==> src/rtl/chipset_read_router_pkg.sv <==
// chipset_read_router_pkg: shared state encoding, default idle bus value and
// index-width helper for the chipset read router.
package chipset_read_router_pkg;

   typedef enum logic [1:0] {
      IDLE,
      WAIT,
      DRIVE,
      HOLD
   } state_t;

   // Value driven on the internal bus when nothing is selected.
   localparam int DEFAULT_IDLE_VALUE = 0;

   // Width of a source index; a single source still needs one bit.
   function automatic int index_width(input int n);
      return (n > 1) ? $clog2(n) : 1;
   endfunction

endpackage

==> src/rtl/chipset_read_router_source_priority_encoder.sv <==
// source_priority_encoder: combinational lowest-index-wins encoder over the
// per-source chip-select decode, with any/multiple-select flags.
module source_priority_encoder
   import chipset_read_router_pkg::*;
#(
   parameter int NUM_SOURCES = 4,
   parameter int INDEX_WIDTH = index_width(NUM_SOURCES)
) (
   input  logic [NUM_SOURCES-1:0] select,
   output logic [INDEX_WIDTH-1:0] index,
   output logic                   any_set,
   output logic                   multiple_set
);

   // Scan from the top so the lowest set bit is the last one written.
   always_comb begin
      // NOTE: every output gets a default first so no path leaves a latch.
      index = '0;
      for (int i = NUM_SOURCES - 1; i >= 0; i--) begin
         if (select[i]) index = INDEX_WIDTH'(i);
      end
      any_set      = |select;
      // Clearing the lowest set bit leaves something only if two were set.
      multiple_set = |(select & (select - NUM_SOURCES'(1)));
   end

endmodule

==> src/rtl/chipset_read_router.sv <==
// chipset_read_router: registered read-data steering for the chipset internal
// data bus. Grants the lowest selected on-chip source at read start, inserts
// its wait states through ready_request, and flags multi-select contention.
// Optional build macro CHIPSET_READ_ROUTER_OPEN_BUS_EN: when defined, the idle
// bus with no inbound external data keeps its previous value instead of
// loading IDLE_VALUE.
module chipset_read_router
   import chipset_read_router_pkg::*;
#(
   parameter int                    NUM_SOURCES = 4,
   parameter int                    DATA_WIDTH  = 8,
   parameter int                    WAIT_WIDTH  = 3,
   parameter logic [DATA_WIDTH-1:0] IDLE_VALUE  = DATA_WIDTH'(DEFAULT_IDLE_VALUE),
   localparam int                   INDEX_WIDTH = index_width(NUM_SOURCES)
) (
   input  logic                              clock,
   input  logic                              reset,
   input  logic                              read_n,
   input  logic [NUM_SOURCES-1:0]            source_select,
   input  logic [NUM_SOURCES*DATA_WIDTH-1:0] source_data,
   input  logic [NUM_SOURCES*WAIT_WIDTH-1:0] source_wait,
   input  logic [DATA_WIDTH-1:0]             external_data,
   input  logic                              external_inbound,
   output logic [DATA_WIDTH-1:0]             data_out,
   output logic                              data_out_from_chipset,
   output logic                              ready_request,
   output logic [INDEX_WIDTH-1:0]            selected_index,
   output logic                              contention,
   output logic [7:0]                        contention_count
);

   state_t                  state;
   logic [WAIT_WIDTH-1:0]   wait_cnt;
   logic                    read_n_prev;
   logic [INDEX_WIDTH-1:0]  grant_index;
   logic                    grant_any;
   logic                    grant_multiple;
   logic                    read_start;
   logic [WAIT_WIDTH-1:0]   grant_wait;
   logic [DATA_WIDTH-1:0]   granted_data;
   logic [DATA_WIDTH-1:0]   idle_data;

   source_priority_encoder #(
      .NUM_SOURCES (NUM_SOURCES),
      .INDEX_WIDTH (INDEX_WIDTH)
   ) u_encoder (
      .select       (source_select),
      .index        (grant_index),
      .any_set      (grant_any),
      .multiple_set (grant_multiple)
   );

   assign read_start   = ~read_n & read_n_prev;
   assign grant_wait   = source_wait[int'(grant_index) * WAIT_WIDTH +: WAIT_WIDTH];
   assign granted_data = source_data[int'(selected_index) * DATA_WIDTH +: DATA_WIDTH];

`ifdef CHIPSET_READ_ROUTER_OPEN_BUS_EN
   assign idle_data = external_inbound ? external_data : data_out;
`else
   assign idle_data = external_inbound ? external_data : IDLE_VALUE;
`endif

   // Read FSM: grant at read start, count wait states, drive then hold data.
   always_ff @(posedge clock) begin
      // NOTE: all state here uses non-blocking assignments so every register
      // sees the pre-edge values of the others.
      if (reset) begin
         state                 <= IDLE;
         wait_cnt              <= '0;
         read_n_prev           <= 1'b1;
         data_out              <= IDLE_VALUE;
         data_out_from_chipset <= 1'b0;
         ready_request         <= 1'b1;
         selected_index        <= '0;
         contention            <= 1'b0;
         contention_count      <= 8'd0;
      end else begin
         read_n_prev <= read_n;
         contention  <= 1'b0;
         case (state)
            IDLE: begin
               ready_request         <= 1'b1;
               data_out_from_chipset <= 1'b0;
               data_out              <= idle_data;
               if (read_start && grant_any) begin
                  selected_index <= grant_index;
                  wait_cnt       <= grant_wait;
                  if (grant_wait != '0) begin
                     state         <= WAIT;
                     ready_request <= 1'b0;
                  end else begin
                     state <= DRIVE;
                  end
                  if (grant_multiple) begin
                     contention <= 1'b1;
                     if (contention_count != 8'hFF) contention_count <= contention_count + 8'd1;
                  end
               end
            end
            WAIT: begin
               wait_cnt <= wait_cnt - WAIT_WIDTH'(1);
               if (read_n) begin
                  state         <= IDLE;
                  ready_request <= 1'b1;
               end else if (wait_cnt == WAIT_WIDTH'(1)) begin
                  state         <= DRIVE;
                  ready_request <= 1'b1;
               end else begin
                  ready_request <= 1'b0;
               end
            end
            DRIVE: begin
               ready_request         <= 1'b1;
               data_out_from_chipset <= 1'b1;
               data_out              <= granted_data;
               if (read_n) state <= HOLD;
            end
            HOLD: begin
               ready_request         <= 1'b1;
               data_out_from_chipset <= 1'b1;
               state                 <= IDLE;
            end
            default: state <= IDLE;
         endcase
      end
   end

endmodule

==> config.mk <==
export PLATFORM = sky130hd
export DESIGN_NAME = chipset_read_router
export DESIGN_NICKNAME = d
export VERILOG_FILES = /design/src/rtl/chipset_read_router_pkg.sv /design/src/rtl/chipset_read_router_source_priority_encoder.sv /design/src/rtl/chipset_read_router.sv
export SDC_FILE = /design/constraint.sdc
export NUM_CORES = 1
export LEC_CHECK = 0
export BUFFER_PORTS_ARGS = -buffer_cell sky130_fd_sc_hd__buf_2
export CORE_MARGIN = 5
export CORE_UTILIZATION = 46
export CTS_CLUSTER_SIZE = 12
export DETAILED_ROUTE_END_ITERATION = 8
export GPL_ROUTABILITY_DRIVEN = 0
export GPL_TIMING_DRIVEN = 0
export HOLD_SLACK_MARGIN = 0.06
export PLACE_DENSITY = 0.87
export REMOVE_ABC_BUFFERS = 1
export SYNTH_ARGS = -nofsm -noshare
export SYNTH_HDL_FRONTEND = slang
export SYNTH_SLANG_ARGS = --single-unit
==> constraint.sdc <==
create_clock -name clock -period 2.5 [get_ports clock]
set_input_delay 0.5 -clock clock [delete_from_list [all_inputs] [get_ports clock]]
set_output_delay 0.5 -clock clock [all_outputs]
set_load 0.01 [all_outputs]
==> results of run 1 <==
==> layout by cell type, fill, tap and decap left out, types with 2 or more instances in the layout <==
cell and n:
a2111o_1 2, a211o_1 3, a211oi_1 3, a21o_1 2, a21oi_1 17, a22oi_1 8, and4_1 2, buf_2 80
clkbuf_4 3, dfxtp_1 27, ha_1 3, inv_1 7, mux4_2 8, nand2_1 5, nand2b_1 4, nand3_1 4
nor2_1 30, nor2b_1 4, nor3_1 4, nor3b_1 2, nor4_1 7, nor4b_1 2, o21ai_0 4, o22ai_1 4
o31a_1 2, xnor2_1 5
==> path summary, 6_finish.rpt <==
path,to,slack [ps],depth (start not counted)
hold / removal,read_n_prev,420,2
setup / recovery,wait_cnt[1],440,3
hold reg to reg,data_out[0],500,2
setup reg to reg,wait_cnt[1],440,3
==> stage by stage <==
| stage | hold WS, ps | std cells | instance area [um^2] | total power, mW | setup slack (ps) |
|---|---|---|---|---|---|
| 2_1_floorplan | 522 | 176 | 1580 | 0.685 | 605 |
| 3_3_place_gp | 459 | 302 | 2040 | 0.794 | 236 |
| 3_5_place_dp | 473 | 302 | 2040 | 0.804 | 247 |
| 4_1_cts | 409 | 306 | 2070 | 0.987 | 450 |
| 5_1_grt | 434 | 306 | 2070 | 1.06 | 117 |
| 6_report | 424 | 306 | 2070 | 0.975 | 437 |
==> Yosys cell counts, types with 3 or more instances <==
cell type,number,area share (%)
nor3_1,4,1.2
nor4_1,7,2.7
nand3_1,4,1.2
xnor2_1,5,2.7
nand2_1,5,1.1
o21ai_0,4,1.2
nand2b_1,4,1.5
inv_1,7,1.6
mux4_2,8,11
a211o_1,3,1.6
a211oi_1,3,1.4
a22oi_1,8,3.6
a21oi_1,17,5.2
nor2_1,30,6.8
clkbuf_1,11,2.5
o22ai_1,4,1.5
nor2b_1,4,1.5
ha_1,3,2.3
dfxtp_1,27,33
==> sequential cells by signal (all words and copies together), names as in the netlist <==
name                   cells
ready_request              1
data_out                   8
selected_index             2
contention                 1
state                      2
read_n_prev                1
contention_count           8
wait_cnt                   3
data_out_from_chipset      1
==> routing by layer <==
layer / track usage (%) / wire [um]
met2: 32.3 / 2130
met1: 20.7 / 1690
met5: 0 / 0
met3: 5.60 / 278
met4: 2.34 / 11
==> logic make-up after synthesis <==
family                     after synthesis
buffers and inverters                   22
xor gates and xnor gates                 5
DFF                                     27
and+or+nand+nor                         71
AOI/OAI and AO/OA                       52
muxes                                   10
adders and majority gates                4
==> worst reg2reg max path, cell delays in order (launching register included) <==
cell	delay [ps]
dfxtp_1	590
a2111oi_0	910
nor3_1	110
a2111oi_1	360
==> power by group <==
| group | internal (mW) | total, mW | leakage [nW] | switching, mW |
|---|---|---|---|---|
| Sequential | 0.466 | 0.518 | 0.221 | 0.0519 |
| Clock | 0.0624 | 0.183 | 0.0150 | 0.121 |
| Combinational | 0.142 | 0.274 | 0.673 | 0.131 |
==> area by class of cell <==
type,count,area share [%]
Inverter,7,1.27
Timing Repair Buffer,80,19.4
Multi-Input combinational cell,142,49.2
Sequential cell,27,26.1
Tap cell,46,2.78
Clock buffer,4,1.27
==> results_dict.tcl, run 1 <==
set metrics [dict create \
    portBuffers 80 \
    synth_edf_count 0 \
    synth-main-ff-cell "dfxtp_1" \
    synth-simple-area-share_pct 22.4 \
    max_slew_margin_pct 34.4 \
    grt_setup_unrepaired "no" \
    grt_util_all_layers_pct 17.7 \
    max_freq_mhz 485 \
    ys_seq_area_share_pct 32.8 \
    area_delta_synth_final_pct 25.3 \
    synth-async-reset-ratio_pct 0 \
    clk_pin_slew_worst_paths_ps 140 \
    maxCapViolations 0 \
    start_kind "flop" \
    fin_nets 324 \
    cts.sinks 27 \
    critPathArrivalTime_ps 2280 \
    fin_setup_tns_ps 0 \
    grt_max_degree 28 \
    postCtsHoldBufs 0 \
    grt_pass1_wl_um 7360 \
    multi_input_area_um2 1020 \
    die_x_um 69.9 \
    coreArea_um2 3420 \
    drv_slew 0 \
    synth-compound-area-share_pct 21.5 \
    finClkSkew_ps 5.32 \
    vias 1683 \
    die_y_um 69.9 \
    critical_path_class "flop to flop" \
    worst_slew_pin_slew_ps 959 \
    antenna_found_initial 0 \
    path_delay_family "compound AO/OA/AOI/OAI gates" \
    first_global_vias 1667 \
    num_rows 21 \
    end_kind "flop" \
    cts_buffers 3 \
    hold_viol 0 \
    clk_path_buf_depth 2 \
    root_buffer "clkbuf_4" \
    drt-total-wl_um 4100 \
    post_cts_buffers 0 \
    path_cells "a2111oi_0, nor3_1, a2111oi_1" \
    finalCoreUtilization_pct 60.5 \
    ys_warn_count 0 \
    finalCritPeriodShare_pct 82.5 \
    critical_path_required_ps 2720 \
    cts_tree "yes" \
    clk_latency_ps 320 \
    cellPowerDensity_nw_per_um2 471 \
    drc 0 \
    p_leak_nw 0.908 \
    vias_per_cell 5.50 \
    antennaDiodeCount 0 \
    synth_xor_area_share_pct 2.65 \
    setup_viol 0 \
    fp.dieArea_um2 4890 \
    r2r-start "state[0]" \
    critPathMaxFanout 26 \
    synth.avg_cell_area_um2 8.64 \
    status "completed" \
    min_period_ps 2060 \
    synth.area.mux_share_pct 12.2 \
    regArea_um2 541 \
    postRouteAntennaNets 0 \
    synthAdderAreaFrac_pct 2.88 \
    ys_ff_latch 27 \
    h-tree-depth 1 \
    grt-ovfl-total 0 \
    drt_iter0_markers 79 \
    nFillCells 324 \
    drive_gt1_share_pct 36.5 \
    hold_class "input port to flop" \
    critPathBufInv 0 \
    post_drt_wl_per_cell_um 13.4 \
    synth_top_family_by_area "simple AND/OR/NAND/NOR gates" \
    dpl.hpwl_um 3210 \
    min-delay-start "read_n" \
    firstDrtPassIters 4 \
    io_pins 81 \
    start_util_pct 48.3 \
    slowest_stage "a2111oi_0" \
    irDropWorstVdd_v 0.000398 \
    syn_area_um2 1650 \
    worstSetupStartpoint "state[0]" \
    cts.repair.resized 0 \
    synthCells 191 \
    ys_types 45 \
    slowest_delay_ps 910 \
]
Note: power is estimated with default switching activity, not from simulation.
==> inputs of run 2 (changes only) <==
CORE_UTILIZATION = 41   (was 46)
PLACE_DENSITY = 0.82   (was 0.87)
clock period = 1.7 ns   (was 2.5 ns; I/O delays follow)
==> run 2 against run 1 <==
Net effect: clock power up 110%; die area up 10%; cell area increased by 8.2%; critical path depth is 1 higher; sequential power increased by 46%; core utilization is 3.8 points lower; critical path type unchanged; critical endpoint is now contention_count[5]; largest power group unchanged.
==> results_dict.tcl, run 2 (synthesized netlist as in run 1, its figures left out) <==
set metrics [dict create \
    post_drt_wl_per_cell_um 15.9 \
    drc 0 \
    coreArea_um2 3940 \
    critPathArrivalTime_ps 1830 \
    nFillCells 358 \
    postCtsHoldBufs 0 \
    grt_util_all_layers_pct 18.0 \
    cts_tree "yes" \
    vias 1763 \
    start_util_pct 41.9 \
    fp.dieArea_um2 5390 \
    portBuffers 80 \
    num_rows 23 \
    fin_setup_tns_ps 0 \
    cellPowerDensity_nw_per_um2 721 \
    place_area_um2 2050 \
    start_kind "flop" \
    critPathMaxFanout 7 \
    root_buffer "clkbuf_8" \
    postRouteAntennaNets 0 \
    grt_setup_unrepaired "yes" \
    end_kind "flop" \
    firstDrtPassIters 4 \
    finalNonFillerCells 316 \
    die_y_um 73.4 \
    critical_path_class "flop to flop" \
    drt_iter0_markers 47 \
    finalCritPeriodShare_pct 99.0 \
    fin_nets 330 \
    worst_slew_pin_slew_ps 633 \
    irDropWorstVdd_v 0.000427 \
    min_period_ps 1680 \
    finalInstanceArea_um2 2240 \
    cts_buffers 3 \
    max_slew_margin_pct 57.7 \
    drt-total-wl_um 5040 \
    clk_path_buf_depth 2 \
    finClkSkew_ps 5.28 \
    h-tree-depth 1 \
    total_power_mw 1.61 \
    vias_per_cell 5.58 \
    first_global_vias 1707 \
    drive_gt1_share_pct 44.0 \
    dp.cells 306 \
    antennaDiodeCount 0 \
    setup_viol 0 \
    max_freq_mhz 594 \
    critical_path_required_ps 1850 \
    hold_class "input port to flop" \
    area_delta_synth_final_pct 35.6 \
    hold_viol 0 \
    dpl.hpwl_um 3430 \
    grt_pass1_wl_um 7730 \
    grt_max_degree 28 \
    grt-ovfl-total 0 \
    p_leak_nw 0.964 \
    final_cell_mix "buf_2 (78), nor2_1 (29), dfxtp_1 (23)" \
    die_x_um 73.4 \
    top_regs "contention_count (8), data_out (8), wait_cnt (3)" \
    cts.sinks 27 \
    final_common_cell "buf_2" \
    maxCapViolations 0 \
    clk_latency_ps 270 \
    clk_pin_slew_worst_paths_ps 100 \
    io_pins 81 \
    antenna_found_initial 0 \
    drv_slew 0 \
    status "completed" \
]
-- run 2: cell types whose count changed in the layout (fill, tap and decap cells not counted), sizes merged --
cell,previous run,this run
buf,80,84
clkinvlp,0,1
a2111o,2,3
-- run 2: layout make-up --
type,count,area (um^2),share of cell area (%)
Clock inverter,1,7.51,0.335
Sequential cell,27,553,24.7
Multi-Input combinational cell,143,1110,49.5
Clock buffer,3,41.3,1.84
Timing Repair Buffer,85,440,19.7
Tap cell,50,62.6,2.79
Inverter,7,26.3,1.17
-- run 2: worst max-delay path: stages (launching register included) --
cell,delay (ps)
dfxtp_4,390
a2111o_2,570
nor4_4,370
a21o_1,170
a21oi_1,60
-- run 2: through the flow --
step	setup slack (ps)	hold WS, ps	util (%)
2_1_floorplan	-43.4	409	-
3_3_place_gp	-419	462	51.9
3_5_place_dp	-416	471	51.9
4_1_cts	-2.09	291	55.2
5_1_grt	-45.6	314	56.8
6_report	16.2	306	56.8
-- run 2: worst paths after layout --
check	startpoint	to	depth (start not counted)	slack, ps
worst max-delay path	state[0]	contention_count[5]	4	20
worst min-delay path	read_n	read_n_prev	2	310
worst max register to register	state[0]	contention_count[5]	4	20
worst min register to register	data_out[7]	data_out[7]	2	490
-- run 2: metal layers --
metal,part of all wire (%),global-route usage [%],routed length (um)
met5,0,0,0
met4,0.24,1.81,12
met3,8.5,4.38,427
met2,51,34.2,2570
met1,40,20.7,2030
-- run 2: power by group --
part	switching (mW)	internal, mW	leakage, nW
combinational	0.241	0.237	0.720
clock	0.211	0.166	0.0217
sequential	0.0704	0.688	0.223
total	0.522	1.09	0.964
-- run 2: what timing repair did --
action | in CTS | in global routing
cloned | 1 | 0
pin swaps | 2 | 6
resized for setup | 14 | 13
setup endpoints to repair | 22 | 19
setup buffers | 1 | 4
